$ cat src/rtl/rst_sequencer.sv
// Staggered reset sequencer: synchronises button and lock inputs, then releases
// one reset per domain in order. Optional button debounce via RST_SEQ_DEBOUNCE_EN.
module rst_sequencer #(
  parameter int SYNC_STAGES     = 2,
  parameter int NUM_LOCKS       = 2,
  parameter int NUM_DOMAINS     = 3,
  parameter int PULSE_CYCLES    = 16,
  parameter int STAGGER_CYCLES  = 4,
  parameter int DEBOUNCE_CYCLES = 8
) (
  input  logic                   clk,
  input  logic                   rst,
  input  logic                   btn_in,
  input  logic [NUM_LOCKS-1:0]   locks,
  output logic [NUM_DOMAINS-1:0] rst_out,
  output logic                   busy
);

  localparam int LAST     = (NUM_DOMAINS - 1) * STAGGER_CYCLES;
  localparam int REL_SPAN = LAST + 1;
  localparam int MAX_A    = (PULSE_CYCLES > REL_SPAN) ? PULSE_CYCLES : REL_SPAN;
  localparam int MAXV     = (MAX_A > DEBOUNCE_CYCLES) ? MAX_A : DEBOUNCE_CYCLES;
  localparam int CW       = $clog2(MAXV) + 1;

  typedef enum logic [1:0] {ST_HOLD, ST_ASSERT, ST_RELEASE, ST_RUN} state_t;

  state_t                 state_reg, state_next;
  logic [CW-1:0]          cnt_reg, cnt_next;
  logic [NUM_DOMAINS-1:0] rst_out_reg, rst_out_next;
  logic [NUM_DOMAINS-1:0] rel_mask;
  logic [NUM_LOCKS:0]     async_vec, sync_vec;
  logic                   locks_ok, btn_sync, press;

  assign async_vec = {btn_in, locks};

  genvar gi;
  generate
    for (gi = 0; gi <= NUM_LOCKS; gi++) begin : g_sync
      logic [SYNC_STAGES-1:0] chain_reg;
      always_ff @(posedge clk or posedge rst) begin
        if (rst) chain_reg <= '0;
        else     chain_reg <= {chain_reg[SYNC_STAGES-2:0], async_vec[gi]};
      end
      assign sync_vec[gi] = chain_reg[SYNC_STAGES-1];
    end
  endgenerate

  assign locks_ok = &sync_vec[NUM_LOCKS-1:0];
  assign btn_sync = sync_vec[NUM_LOCKS];

`ifdef RST_SEQ_DEBOUNCE_EN
  // Count saturates at DEBOUNCE_CYCLES so a held button yields a single press.
  logic [CW-1:0] db_cnt_reg;
  always_ff @(posedge clk or posedge rst) begin
    if (rst)                                    db_cnt_reg <= '0;
    else if (!btn_sync)                         db_cnt_reg <= '0;
    else if (db_cnt_reg != CW'(DEBOUNCE_CYCLES)) db_cnt_reg <= db_cnt_reg + 1'b1;
  end
  assign press = btn_sync && (db_cnt_reg == CW'(DEBOUNCE_CYCLES - 1));
`else
  logic btn_prev_reg;
  always_ff @(posedge clk or posedge rst) begin
    if (rst) btn_prev_reg <= 1'b0;
    else     btn_prev_reg <= btn_sync;
  end
  assign press = btn_sync & ~btn_prev_reg;
`endif

  // Domain i stays in reset while the release count is below its threshold.
  generate
    for (gi = 0; gi < NUM_DOMAINS; gi++) begin : g_mask
      localparam int THR = gi * STAGGER_CYCLES;
      if (THR == 0) begin : g_zero
        assign rel_mask[gi] = 1'b0;
      end else begin : g_cmp
        assign rel_mask[gi] = (cnt_next < CW'(THR));
      end
    end
  endgenerate

  always_comb begin
    state_next = state_reg;
    cnt_next   = cnt_reg;
    if (!locks_ok) begin
      state_next = ST_HOLD;
      cnt_next   = '0;
    end else if (press && (state_reg != ST_HOLD)) begin
      state_next = ST_ASSERT;
      cnt_next   = '0;
    end else begin
      case (state_reg)
        ST_HOLD: begin
          state_next = ST_ASSERT;
          cnt_next   = '0;
        end
        ST_ASSERT: begin
          if (cnt_reg == CW'(PULSE_CYCLES - 1)) begin
            cnt_next   = '0;
            state_next = (LAST == 0) ? ST_RUN : ST_RELEASE;
          end else begin
            cnt_next = cnt_reg + 1'b1;
          end
        end
        ST_RELEASE: begin
          cnt_next = cnt_reg + 1'b1;
          if (cnt_next == CW'(LAST)) state_next = ST_RUN;
        end
        default: ;
      endcase
    end
  end

  always_comb begin
    rst_out_next = '1;
    if (state_next == ST_RUN)          rst_out_next = '0;
    else if (state_next == ST_RELEASE) rst_out_next = rel_mask;
  end

  always_ff @(posedge clk or posedge rst) begin
    if (rst) begin
      state_reg   <= ST_HOLD;
      cnt_reg     <= '0;
      rst_out_reg <= '1;
    end else begin
      state_reg   <= state_next;
      cnt_reg     <= cnt_next;
      rst_out_reg <= rst_out_next;
    end
  end

  assign rst_out = rst_out_reg;
  assign busy    = |rst_out_reg;

endmodule

$ cat config.mk
export PLATFORM = sky130hd
export DESIGN_NAME = rst_sequencer
export DESIGN_NICKNAME = d
export VERILOG_FILES = /design/src/rtl/rst_sequencer.sv
export SDC_FILE = /design/constraint.sdc
export NUM_CORES = 1
export LEC_CHECK = 0
export CORE_MARGIN = 2
export CORE_UTILIZATION = 45
export CTS_BUF_LIST = sky130_fd_sc_hd__clkbuf_2
export DETAILED_ROUTE_END_ITERATION = 8
export PLACE_DENSITY = 0.65
export SYNTH_ARGS = -nofsm -noshare
export SYNTH_HDL_FRONTEND = slang
export SYNTH_SLANG_ARGS = --single-unit
$ cat constraint.sdc
create_clock -name clk -period 3.1 [get_ports clk]
set_input_delay 0.62 -clock clk [delete_from_list [all_inputs] [get_ports clk]]
set_output_delay 0.62 -clock clk [all_outputs]
set_load 0.02 [all_outputs]
---- Yosys cells after proc, flatten, opt, wreduce, memory -nomap -nowiden ----
Cells that the tools add are included.
operators by class
  bitwise gates (word level) .............. 2
  multiplexer cells ....................... 11
  shift operators ......................... 0
  reduce and logical (&&, ||, !) cells .... 5
  order comparisons ....................... 2
  eq/ne operators ......................... 6
  multiply operators ...................... 0
  divide/modulo/power cells ............... 0
  add/sub/neg operators ................... 1
operators by type and width
  cell                                                 number
  two-way mux 5 bit                                    3
  one-hot mux 5 bit (3 select lines)                   1
  == test 5 x 4 -> 1 bit (second input constant)       2
  two-way mux 2 bit                                    4
  == test 2 bit (second input constant)                3
  two-way mux 3 bit                                    2
  one-hot mux 2 bit (3 select lines)                   1
  adder 5 x 1 -> 5 bit (second input constant)         1
  < comparator 5 x 3 -> 1 bit (second input constant)  1
  < comparator 5 x 4 -> 1 bit (second input constant)  1
  OR reduction 3 bit                                   1
  == test 2 x 1 -> 1 bit (second input constant)       1
  zero test 2 bit                                      1
  AND reduction 2 bit                                  1
  nonzero test 2 bit                                   1
  AND 1 bit                                            1
  logical AND 1 bit                                    1
  inverter 1 bit                                       1
word-level totals
  ROM bits ................................ 0
  register bits ........................... 17
  RAM bits ................................ 0
  logic and storage cells ................. 34
  memories kept ........................... 0
  output and inout port bits .............. 4
  latch bits .............................. 0
  input port bits ......................... 5

---- Logic depth before layout (Yosys ltp) ----
  depth after elaboration ................. 9
  depth in mapped cells ................... 8
  depth with buffers taken out ............ 8

---- Worst setup path after synthesis ----
OpenSTA, ideal clock, no wires.
  path kind ............................... reg2reg
  from .................................... register cnt_reg[0]
  to ...................................... register rst_out_reg[1], in the netlist rst_out[1]
  data required time ...................... 3.009 ns
  cell stages (with the launch flop) ...... 9
  arrival time ............................ 1.854 ns
  path buffers ............................ 0
  period minus slack after synthesis ...... 1.945 ns
  slack ................................... 1.155 ns
  setup time .............................. 0.091 ns
  path through ............................ dfrtp_1 > ha_1 > nand3_1 > inv_1 > ha_1 > nand2_1 > or4_4 > o22ai_4 > o41ai_2
between the ends
  cells in the longest elaborated chain, start to end .. 9
  elaborated cells on any way between the ends .. 17
  classes of those cells .................. 1 x add/sub; 1 x order compare; 4 x eq/ne; 11 x mux
ends and longest elaborated chain
  item                                    RTL line  text
  from (decl)                             28        logic [CW-1:0] cnt_reg, cnt_next;
  from (signal assigned)                  126       cnt_reg <= cnt_next;
  adder 5 x 1 -> 5 bit                    105       cnt_next = cnt_reg + 1'b1;
  == test 5 x 4 -> 1 bit                  106       if (cnt_next == CW'(LAST)) state_next = ST_RUN;
  two-way mux 2 bit                       106
  one-hot mux 2 bit (3 select lines) (*)  91        case (state_reg)
  two-way mux 2 bit (*)                   87        end else if (press && (state_reg != ST_HOLD)) begin
  two-way mux 2 bit (*)                   84        if (!locks_ok) begin
  via state_next[0]                       27        state_t state_reg, state_next;
  == test 2 bit                           116       else if (state_next == ST_RELEASE) rst_out_next = rel_mask;
  two-way mux 3 bit                       116
  two-way mux 3 bit (*)                   115       if (state_next == ST_RUN) rst_out_next = '0;
  via rst_out_next[1]                     29        logic [NUM_DOMAINS-1:0] rst_out_reg, rst_out_next;
  to (signal assigned)                    127       rst_out_reg <= rst_out_next;
  to (decl)                               29
Mark *: on every way through the listed nets, which the timed path passes. The rest lies on a longest branch.

---- Worst setup path in the final report ----
  from .................................... register rst_out_reg[1], in the netlist rst_out[1]
  to ...................................... output busy
between the ends
  cells in the longest elaborated chain, start to end .. 1
ends and longest elaborated chain
  item                RTL line  text
  OR reduction 3 bit  132       assign busy = |rst_out_reg;
  to (decl)           16        output logic busy
No other way between the ends.

==> out/metrics.cfg <==
[outcome]
status = complete, no violations

[clock_network]
clk_latency_ps = 280
cts.clk_slew.worst_paths_ps = 140
cts-root-buf = clkbuf_2
clkSinkCount = 17
cts_max_path_buffers = 2
cts_tree = done
numCtsBuffers = 3
ctsHoldBuffers = 0
h-tree-depth = 1
cts_resized = 0
postCtsSetupBuffers = 0

[place]
pre_cts_ws_ps = 984
routabilityCongestion = 0.841
dp_hpwl_um = 976
placed_cells = 103
dpl_cell_area_um2 = 946
port_buffers = 8

[power_and_ir_drop]
irDropWorstVdd_uv = 307
power_frac_clock = 0.272
switching_share = 0.217
p_seq_frac = 0.664
p_leak_nw = 0.404
total_power_mw = 0.349
powerDensity_nw_per_um2 = 361
power_switching_mw = 0.0757
pwr-share-comb = 0.064
p_int_mw = 0.273

[synthesis]
avgSynthCellArea_um2 = 11.9
syn_area_um2 = 853
synth_cell_types = 36
synth-seq-area-share = 0.503
synth_ff_type = dfrtp_1
yosys.area.top_type = dfrtp_1
postSynthCellCount = 72
synth_top_area_frac = 0.411
synth-seq-cells = 17
netlist_top_cells_area = dfrtp_1, dfstp_2, ha_1
synthArstFlopShare = 1.00
syn-num-nets = 81
yosysWarnings = 0
synth_edf_count = 0

[sta]
hold_violations = 0
slew_headroom = 0.607
report.final.slew_viol_count = 0
rsz0062_at_grt = no
worstMarginPinSlew_ps = 589
setup_viol = 0
post-route-period-util = 0.705
setup_tns_ps = 0
max_clock_freq_mhz = 457
fin_ws_ps = 914
min_period_ps = 2190
skew_ps = 3.55

[routing]
top_layer_used = met4
drt_iter0_markers = 2
wl_met3_um = 41
wl_met2_um = 602
via_per_inst = 5.10
drt-pass1-iter-count = 4
drc = 0
routedWlPerCell_um = 12.5
dr_total_vias = 546
totalWireLength_um = 1340
wl_met1_um = 671
drtAntennaViolNets = 0

[layout]
largest_reg_flops = 6
n_fill_cell = 160
syn2layout_area_growth_pct = 13.2
seqCellArea_um2 = 429
multi_input_area_um2 = 383
drive_above_1_share = 0.195
num_antenna_cells = 0
fin_area_um2 = 966
fin_nets = 92
fin_cells = 107

[critical_path]
crit_type = reg2out
slowest_delay_ps = 540
end_kind = output pin
cp.required_ps = 2480
timing.critical_path.buf_inv = 1
cp_top_family = buffers and inverters
crit_chain = or3_1, clkdlybuf4s50_1
startpoint_type = register
critPathSlowestCell = clkdlybuf4s50_1
worst-path-max-fanout = 2
rrSetupSlack_ps = 940
worstPathArrival_ps = 1570

[hold_path]
hold_class = reg2reg

[global_routing]
grt_pass1_wl_um = 2240
gr-usage-all-layers = 0.147
grt-ovfl-total = 0
grt_pass1_vias = 497
antenna_found_initial = 0
grt_start_max_net_pins = 18

[die]
die_area_um2 = 2260
io_pins = 9
die_y_um = 47.5
start_util = 0.484
coreArea_um2 = 1760
fp.dieW_um = 47.5
std_cell_rows = 15

[flow_run]
cap_violations = 0

-- layer usage --
metal,track usage,up-vias
met1,0.196,259
met5,0,-
met2,0.214,10
met4,0.0973,0
met3,0.0340,2
li1,-,275
-- metrics by stage --
| step | hold WS [ps] | util |
|---|---|---|
| final | 365 | 0.548 |
| after global routing | 382 | 0.548 |
| after CTS | 367 | 0.548 |
| after detailed placement | 335 | 0.536 |
| after global placement | 332 | 0.536 |
| after floorplan | 331 | - |
-- cell usage after synthesis, types with 2 or more instances --
cell type  instances
nand3b_1           2
inv_1              6
dfrtp_1           14
xor2_1             2
nand2_1            2
nand2b_1           3
o21ai_0            2
dfstp_2            3
ha_1               4
a21oi_1            2
nor2_1             3
nand3_1            5
-- cell usage in the layout, fill, tap and decap left out, types with 2 or more instances in the layout --
cell,count
dfstp_2,3
o21ai_0,2
ha_1,4
inv_1,6
clkbuf_2,4
nand3b_1,2
nand2b_1,3
xor2_1,2
nand3_1,5
clkdlybuf4s50_1,8
a21oi_1,2
nor2_1,3
dfrtp_1,14
nand2_1,2
-- worst register-to-register path, delay by kind of cell, from the launching register on --
family / cells / cell delay [ps]
AND/OR/NAND/NOR: 3 / 700
adder cells (fa/ha/maj): 2 / 590
flip-flops: 1 / 480
AO/OA/AOI/OAI: 2 / 260
buffers and inverters: 1 / 50
-- logic make-up after synthesis --
logic type      Yosys count  share of synthesized area
compound gates           16                      0.172
xor+xnor                  3                     0.0308
fa+ha+maj                 4                     0.0587
buf+inv                   8                     0.0484
flops                    17                      0.503
simple gates             24                      0.188
-- area by class of cell --
type	instances	share of cell area
Tap cell	25	0.0324
Multi-Input combinational cell	47	0.396
Inverter	6	0.0233
Sequential cell	17	0.444
Clock buffer	4	0.0207
Timing Repair Buffer	8	0.0829
-- final timing paths --
kind	from	end	cells after the start
min reg2reg	g_sync[1].chain_reg[0]	g_sync[1].chain_reg[1]	0
max	rst_out[1]	busy	2
max in group asynchronous	rst	state_reg[1]	2
min	g_sync[1].chain_reg[0]	g_sync[1].chain_reg[1]	0
min in group asynchronous	rst	g_sync[2].chain_reg[1]	2
max reg2reg	cnt_reg[0]	rst_out[2]	8
-- power groups by stage --
stage          combinational, mW  sequential, mW  clock, mW
6_report                  0.0222           0.232     0.0950
5_1_grt                   0.0251           0.233      0.111
4_1_cts                   0.0230           0.232     0.0997
3_5_place_dp              0.0229           0.236          0
3_3_place_gp              0.0227           0.236          0
2_1_floorplan             0.0174           0.234          0
Note: power is estimated with default switching activity, not from simulation.
